### src/rtl/countdown_display.sv
// Countdown display: converts the controller's time_left to BCD with a sequential
// double-dabble engine. Optional blinking of small values under COUNTDOWN_BLINK_EN.
module countdown_display #(
  parameter logic [1:0] RED    = 2'd0,
  parameter logic [1:0] GREEN  = 2'd1,
  parameter logic [1:0] YELLOW = 2'd2
`ifdef COUNTDOWN_BLINK_EN
  ,
  parameter int BLINK_THRESH = 5,
  parameter int BLINK_PERIOD = 4
`endif
) (
  input  logic       clk,
  input  logic       reset,
  input  logic [7:0] time_in,
  input  logic [1:0] light_in,
  output logic [1:0] hundreds,
  output logic [3:0] tens,
  output logic [3:0] ones,
  output logic [1:0] color,
  output logic       disp_valid,
  output logic       busy,
  output logic       blank,
  output logic       p1,
  output logic       p2,
  output logic       p3,
  output logic       p4
);

  typedef enum logic [1:0] {IDLE, SHIFT, DONE} state_t;

  state_t      state_reg, state_next;
  logic [17:0] shift_reg;
  logic [17:0] shift_next;
  logic [7:0]  bcd_adj;
  logic [7:0]  last_time_reg;
  logic [1:0]  light_cap_reg;
  logic [1:0]  light_map;
  logic [2:0]  cnt_reg;
  logic        publish_reg;
  logic        start;
  logic        load_en;
  logic        shift_en;
  logic        done_en;
  logic [9:0]  disp_value;

  assign start = (time_in != last_time_reg);

  // An undefined light code is shown as RED rather than passed through.
  assign light_map = ((light_in == GREEN) || (light_in == YELLOW)) ? light_in : RED;

  always_ff @(posedge clk) begin
    if (!reset) begin
      state_reg <= IDLE;
    end else begin
      state_reg <= state_next;
    end
  end

  always_comb begin
    state_next = state_reg;
    load_en    = 1'b0;
    shift_en   = 1'b0;
    done_en    = 1'b0;
    case (state_reg)
      IDLE: begin
        if (start) begin
          load_en    = 1'b1;
          state_next = SHIFT;
        end
      end
      SHIFT: begin
        shift_en = 1'b1;
        if (cnt_reg == 3'd7) begin
          state_next = DONE;
        end
      end
      DONE: begin
        done_en    = 1'b1;
        state_next = IDLE;
      end
      default: state_next = IDLE;
    endcase
  end

  // Add-3 correction on the ones and tens nibbles before each shift.
  genvar gi;
  generate
    for (gi = 0; gi < 2; gi++) begin : g_adj
      assign bcd_adj[gi*4 +: 4] = (shift_reg[8 + gi*4 +: 4] >= 4'd5)
                                  ? shift_reg[8 + gi*4 +: 4] + 4'd3
                                  : shift_reg[8 + gi*4 +: 4];
    end
  endgenerate

  assign shift_next = {shift_reg[16], bcd_adj, shift_reg[7:0], 1'b0};

  always_ff @(posedge clk) begin
    if (!reset) begin
      shift_reg     <= 18'd0;
      last_time_reg <= 8'd0;
      light_cap_reg <= RED;
      cnt_reg       <= 3'd0;
      publish_reg   <= 1'b0;
      busy          <= 1'b0;
      disp_valid    <= 1'b0;
      hundreds      <= 2'd0;
      tens          <= 4'd0;
      ones          <= 4'd0;
      color         <= RED;
    end else begin
      // Outputs publish one cycle after DONE, so busy falls exactly as disp_valid rises.
      busy        <= (state_reg != IDLE);
      publish_reg <= done_en;
      disp_valid  <= publish_reg;
      if (publish_reg) begin
        hundreds <= shift_reg[17:16];
        tens     <= shift_reg[15:12];
        ones     <= shift_reg[11:8];
        color    <= light_cap_reg;
      end
      if (load_en) begin
        shift_reg     <= {10'd0, time_in};
        light_cap_reg <= light_map;
        last_time_reg <= time_in;
        cnt_reg       <= 3'd0;
      end else if (shift_en) begin
        shift_reg <= shift_next;
        cnt_reg   <= cnt_reg + 3'd1;
      end
    end
  end

  assign disp_value = 10'(hundreds) * 10'd100 + 10'(tens) * 10'd10 + 10'(ones);

  assign p1 = (tens > 4'd9) || (ones > 4'd9);
  assign p2 = (hundreds > 2'd2);
  assign p3 = disp_valid && busy;
  assign p4 = (color == YELLOW) && (disp_value > 10'd5);

`ifdef COUNTDOWN_BLINK_EN
  localparam int BW = (BLINK_PERIOD > 1) ? $clog2(BLINK_PERIOD) : 1;

  logic [BW-1:0] blink_cnt_reg;
  logic          blink_wrap;
  logic          in_window;

  assign blink_wrap = (blink_cnt_reg == BW'(BLINK_PERIOD - 1));
  assign in_window  = (disp_value != 10'd0) && (disp_value <= 10'(BLINK_THRESH));

  always_ff @(posedge clk) begin
    if (!reset) begin
      blink_cnt_reg <= '0;
      blank         <= 1'b0;
    end else begin
      blink_cnt_reg <= blink_wrap ? '0 : blink_cnt_reg + 1'b1;
      if (!in_window) begin
        blank <= 1'b0;
      end else if (blink_wrap) begin
        blank <= ~blank;
      end
    end
  end
`else
  assign blank = 1'b0;
`endif

endmodule

### config.mk
export PLATFORM = sky130hd
export DESIGN_NAME = countdown_display
export DESIGN_NICKNAME = d
export VERILOG_FILES = /design/src/rtl/countdown_display.sv
export SDC_FILE = /design/constraint.sdc
export NUM_CORES = 1
export LEC_CHECK = 0
export CAP_MARGIN = 10
export CORE_MARGIN = 3
export CORE_UTILIZATION = 50
export DETAILED_ROUTE_END_ITERATION = 8
export PLACE_DENSITY = 0.78
export RECOVER_POWER = 100
export SLEW_MARGIN = 20
export SYNTH_ARGS = -nofsm -noshare
export SYNTH_HDL_FRONTEND = slang
export SYNTH_SLANG_ARGS = --single-unit
### constraint.sdc
create_clock -name clk -period 3 [get_ports clk]
set_clock_uncertainty 0.2 [all_clocks]
set_input_delay 0.75 -clock clk [delete_from_list [all_inputs] [get_ports clk]]
set_output_delay 0.75 -clock clk [all_outputs]
set_load 0.01 [all_outputs]
* Word-level counts from Yosys, hierarchy flattened
Index checks and enable logic that the tools add are counted.
** Operators by class
- Add/sub/neg operators :: 5
- $mul :: 2
- Divide/modulo/power cells :: 0
- $lt $le $gt $ge :: 6
- Equality and inequality tests :: 9
- Shift operators :: 0
- Muxes and demuxes :: 12
- Bitwise logic cells :: 1
- Reduce and logical (&&, ||, !) cells :: 9
** Operators by type and width (number)
- 8-bit two-way mux :: 2
- 10-bit by 4-bit adder with 10-bit output :: 1
- 9-bit by 8-bit adder with 10-bit output :: 1
- 10-bit by 3-bit > comparator with 1-bit output (second input constant) :: 1
- 4-bit by 2-bit adder with 4-bit output (second input constant) :: 2
- 4-bit by 3-bit >= comparator with 1-bit output (second input constant) :: 2
- 4-bit > comparator (second input constant) :: 2
- 4-bit two-way mux :: 2
- 8-bit != test :: 1
- 2-bit by 5-bit multiplier with 7-bit output (second input constant) :: 1
- 4-bit by 3-bit multiplier with 7-bit output (second input constant) :: 1
- 2-bit == test (second input constant) :: 3
- 2-bit two-way mux :: 3
- 2-bit by 1-bit == test with 1-bit output (second input constant) :: 2
- 1-bit two-way mux :: 4
- 2-bit != test (second input constant) :: 2
- 2-bit one-hot mux with 2 select lines :: 1
- 2-bit nonzero test :: 2
- 3-bit by 1-bit adder with 3-bit output (second input constant) :: 1
- 3-bit == test (second input constant) :: 1
- 2-bit > comparator (second input constant) :: 1
- 1-bit logical AND :: 2
- 2-bit zero test :: 1
- 1-bit logical OR :: 2
- other kinds (3) :: 3
** Word-level totals
- Bits in registers :: 48
- Bits in latches :: 0
- RAM bits :: 0
- ROM bits :: 0
- Input bits :: 12
- Output and inout bits :: 19
- Logic and storage cells :: 57
- Memories kept :: 0

* Depth between registers and ports, before layout
- Word-level depth :: 5
- Gate-level depth with buffers :: 9
- Gate-level depth less buffers :: 9

* Least setup slack after synthesis
Ideal clock, no wire load.
- Path kind :: reg-to-output
- From :: register tens[1]
- To :: output p4
- Arrival time :: 2467 ps
- Data required time :: 2050 ps
- Slack :: -417 ps
- Stages on the path, launching flop included :: 10
- Path buffers :: 0
- Cell sequence :: dfxtp_1 > ha_1 > ha_1 > fa_1 > xor2_1 > ha_1 > ha_1 > nor4b_1 > nand3_1 > o211a_1
** On the way
- Cells in the longest elaborated chain, start to end :: 5
** Ends and longest elaborated chain
- start, declared :: RTL line 18 : output logic [3:0] tens,
- start signal, assigned :: RTL line 118 : tens <= shift_reg[15:12];
- 4-bit by 3-bit multiplier with 7-bit output :: RTL line 134 : assign disp_value = 10'(hundreds) * 10'd100 + 10'(tens) * 10'd10 + 10'(ones);
- 9-bit by 8-bit adder with 10-bit output :: RTL line 134
- 10-bit by 4-bit adder with 10-bit output :: RTL line 134
- 10-bit by 3-bit > comparator with 1-bit output :: RTL line 139 : assign p4 = (color == YELLOW) && (disp_value > 10'd5);
- 1-bit logical AND :: RTL line 139
- end, declared :: RTL line 27 : output logic p4
No other way between the ends.

* Worst setup path after layout
Ends and elaborated chain as after synthesis.

==> impl_results.md <==
- Power per Cell Area: 383 mW/mm2
- Largest net degree at the start of global routing: 21
- Hold EP: shift_reg[17]$_SDFFE_PP0P_
- Clock share of power: 0.369
- Reg2Reg Capture Point: shift_reg[6]$_SDFFE_PN0P_
- CTS tree: done
- Io pins: 31
- Residual DRC count: 0
- Routed len/inst: 12.8 um
- Antenna Cells: 0
- Met3 wire length: 136 um
- CTS Sinks: 48
- Max-slew violation count: 0
- Type of destination of the critical path: primary output
- Via count: 2026
- Initial Util: 0.527
- Fill cells: 409
- Final core occ: 0.655
- Routed length on met1: 2350 um
- Dpl ws: -0.740 ns
- R2r worst-path depth: 6
- Worst Max-Slew Pin Slew: 0.798 ns
- Violated checks: setup timing
- Synth area leaders: dfxtp_1 (38%), ha_1 (11%), nand2_1 (6.8%)
- Yosys top cell by area: dfxtp_1
- Non-Filler Instances: 398
- Crit-path slowest cell: fa_2
- GRT overflow: 0
- P&R area growth vs syn: 24.2%
- Worst hold path stage count: 2
- Die H: 77.5 um
- Final setup vio count: 1
- Initial DRC count: 95
- Most frequent cells after synthesis: dfxtp_1 (48), nand2_1 (46), o21ai_0 (33), ha_1 (22), a21oi_1 (16)
- Die Area: 0.00601 mm2
- Vias in the first global route: 1902
- Clock transition at path regs: 0.08 ns
- Maximum vdd drop: 0.232 mV
- RR Startpoint: last_time_reg[1]$_SDFFE_PN0P_
- Async set-reset flop share out of synthesis: 0
- Sequential cell area fraction in the yosys report: 0.376
- Sw Share: 0.221
- Met2 WL: 2580 um
- Crit Path Category: reg2out
- RSZ-0062 raised after global routing: true
- Pre-Repair DR Iteration Count: 4
- GPL Wtd Cong: 0.794
- Tmin final: 3.66 ns
- Max cap viols: 0
- Final Hold Violating Endpoints: 0
- Critical path data required time: 2.05 ns
- Die span in x: 77.5 um
- Tot GR Track Use: 0.179
- Synth Flop Type: dfxtp_1
- Worst setup margin: -0.656 ns
- Synthesized flop and latch total: 48
- Worst Hold Class: reg2reg
- Top routing layer in use: met4
- Synth top area share: 0.376
- P_sw: 0.000269 W
- Area of the multi-input gates: 0.00157 mm2
- HP Start: shift_reg[16]$_SDFFE_PP0P_
- Final ANT Viol Nets: 0
- Status: finished with violations
- Flop pwr share: 0.552
- TritonCTS Buffers: 5
- Slew HR: 0.467
- FMAX: 0.274 GHz
- Cell with the most instances after synthesis: dfxtp_1
- Cells after Synth: 295
- Min Hold Slack: 0.267 ns
- Clock buffer depth: 2
- P_int: 0.000947 W
- EDFF count, synth: 0
- Antenna violations before repair: 0
- DP Wirelength: 3740 um
- Crit-path cells: buf_6, fa_1, ha_2, inv_1, fa_2, nor4b_4, nand3_1, o211a_1, buf_2
- Share of post-route cells with drive strength above 1: 0.118
- # H-tree levels: 2
- Syn_nets: 333
- R2R setup slack: 0.96 ns
- Worst EP arrival: 2.71 ns
- Max FFs per register: 18
- Avg Vias per Cell: 5.09
- Worst-Skew Late Latency: 0.29 ns
- CP max FO: 4
- Core ar.: 0.00485 mm2
- Startpoint types: flop
- DP Cell Count: 389
- CTS root buf: clkbuf_8
- Combinational share of power: 0.079
- Post-synthesis cell area: 0.00256 mm2
- FF+latch area: 970 um2
- Final worst-path cycle share: 1.22
- Port bufs: 29
- Crit-path max cell delay: 0.52 ns
- First-pass GRT wire length: 8720 um
- YS warnings: 0
- Site row count: 25
- Avg Inst Size Synth: 8.67 um2
- Lkg Pwr: 1.31 nW
- Nets@finish: 368
- Yosys cell types: 35
- Final WL: 5090 um
[metrics by stage]
| step | power [W] | area, um2 | setup TNS (ns) |
|---|---|---|---|
| after floorplan | 0.000759 | 2630 | -0.202 |
| after global placement | 0.000785 | 3010 | -0.644 |
| after detailed placement | 0.000787 | 3010 | -0.740 |
| after CTS | 0.00124 | 3140 | -0.656 |
| after global routing | 0.00128 | 3180 | -0.757 |
| final | 0.00122 | 3180 | -0.656 |
[routing by layer]
layer | vias up | GRT usage
met5 | - | 0
met4 | 0 | 0.0587
met3 | 2 | 0.0255
met2 | 28 | 0.328
met1 | 942 | 0.212
li1 | 1054 | -
[placed cells by master (no fill, tap or decap), types with 2 or more instances in the layout]
cell and instances:
nand4_1 2, xnor2_1 11, nand3_1 14, fa_2 2
and2_1 5, dfxtp_1 45, nand3b_1 2, clkbuf_8 5
ha_1 15, dfxtp_4 2, nand2_1 46, dlygate4sd3_1 19
o21ai_0 34, clkbuf_1 4, mux2i_1 12, nor2_1 10
ha_4 6, a21oi_1 15, clkdlybuf4s50_1 9, xor2_1 2
buf_4 12, nor2b_1 15, inv_1 11, a21o_1 7
nor3_1 2, nand2b_1 3, fa_1 2
[repair_timing]
action,CTS,global route
hold buffers,0,0
gates resized for setup,8,8
pin swaps,9,8
buffers inserted,1,0
setup endpoints to repair,1,1
[logic make-up after synthesis]
kind of cell,after synthesis,share of synthesized area
buffers and inverters,29,0.0607
flip-flops,48,0.376
multiplexers,12,0.0470
XOR/XNOR,14,0.0479
AND/OR/NAND/NOR,104,0.195
AO/OA/AOI/OAI,61,0.133
adder cells (fa/ha/maj),26,0.139
other,1,0.00147
[worst max-delay path: cells and delay by family, from the launching register on]
kind                     cells  cell delay (ns)
AND/OR/NAND/NOR              2             0.28
AO/OA/AOI/OAI                1             0.23
adder cells (fa/ha/maj)      3             1.22
buffers and inverters        3             0.31
flip-flops                   1             0.36
[layout make-up]
type | instances | share of cell area
clock inverter | 2 | 0.0110
multi-input combinational | 218 | 0.494
inverter | 11 | 0.0130
sequential | 48 | 0.305
tap | 67 | 0.0264
clock buffer | 6 | 0.0229
timing repair buffer | 46 | 0.127
[worst max-delay path by stage]
stage,cells after the start,endpoint,start
2_1_floorplan,9,p4,tens[3]$_SDFFE_PN0P_
5_1_grt,10,p4,tens[1]$_SDFFE_PN0P_
3_5_place_dp,10,p4,tens[3]$_SDFFE_PN0P_
3_3_place_gp,10,p4,tens[3]$_SDFFE_PN0P_
4_1_cts,10,p4,tens[1]$_SDFFE_PN0P_
6_report,9,p4,tens[1]$_SDFFE_PN0P_
[power by group through the flow]
stage | clock network, W | logic, W | registers, W
global placement | 0 | 0.0000996 | 0.000685
global route | 0.000493 | 0.000107 | 0.000675
detailed placement | 0 | 0.000101 | 0.000686
finish | 0.000449 | 0.0000955 | 0.000672
floorplan | 0 | 0.0000782 | 0.000681
CTS | 0.000465 | 0.000101 | 0.000671
(Power assumes the default switching activity.)
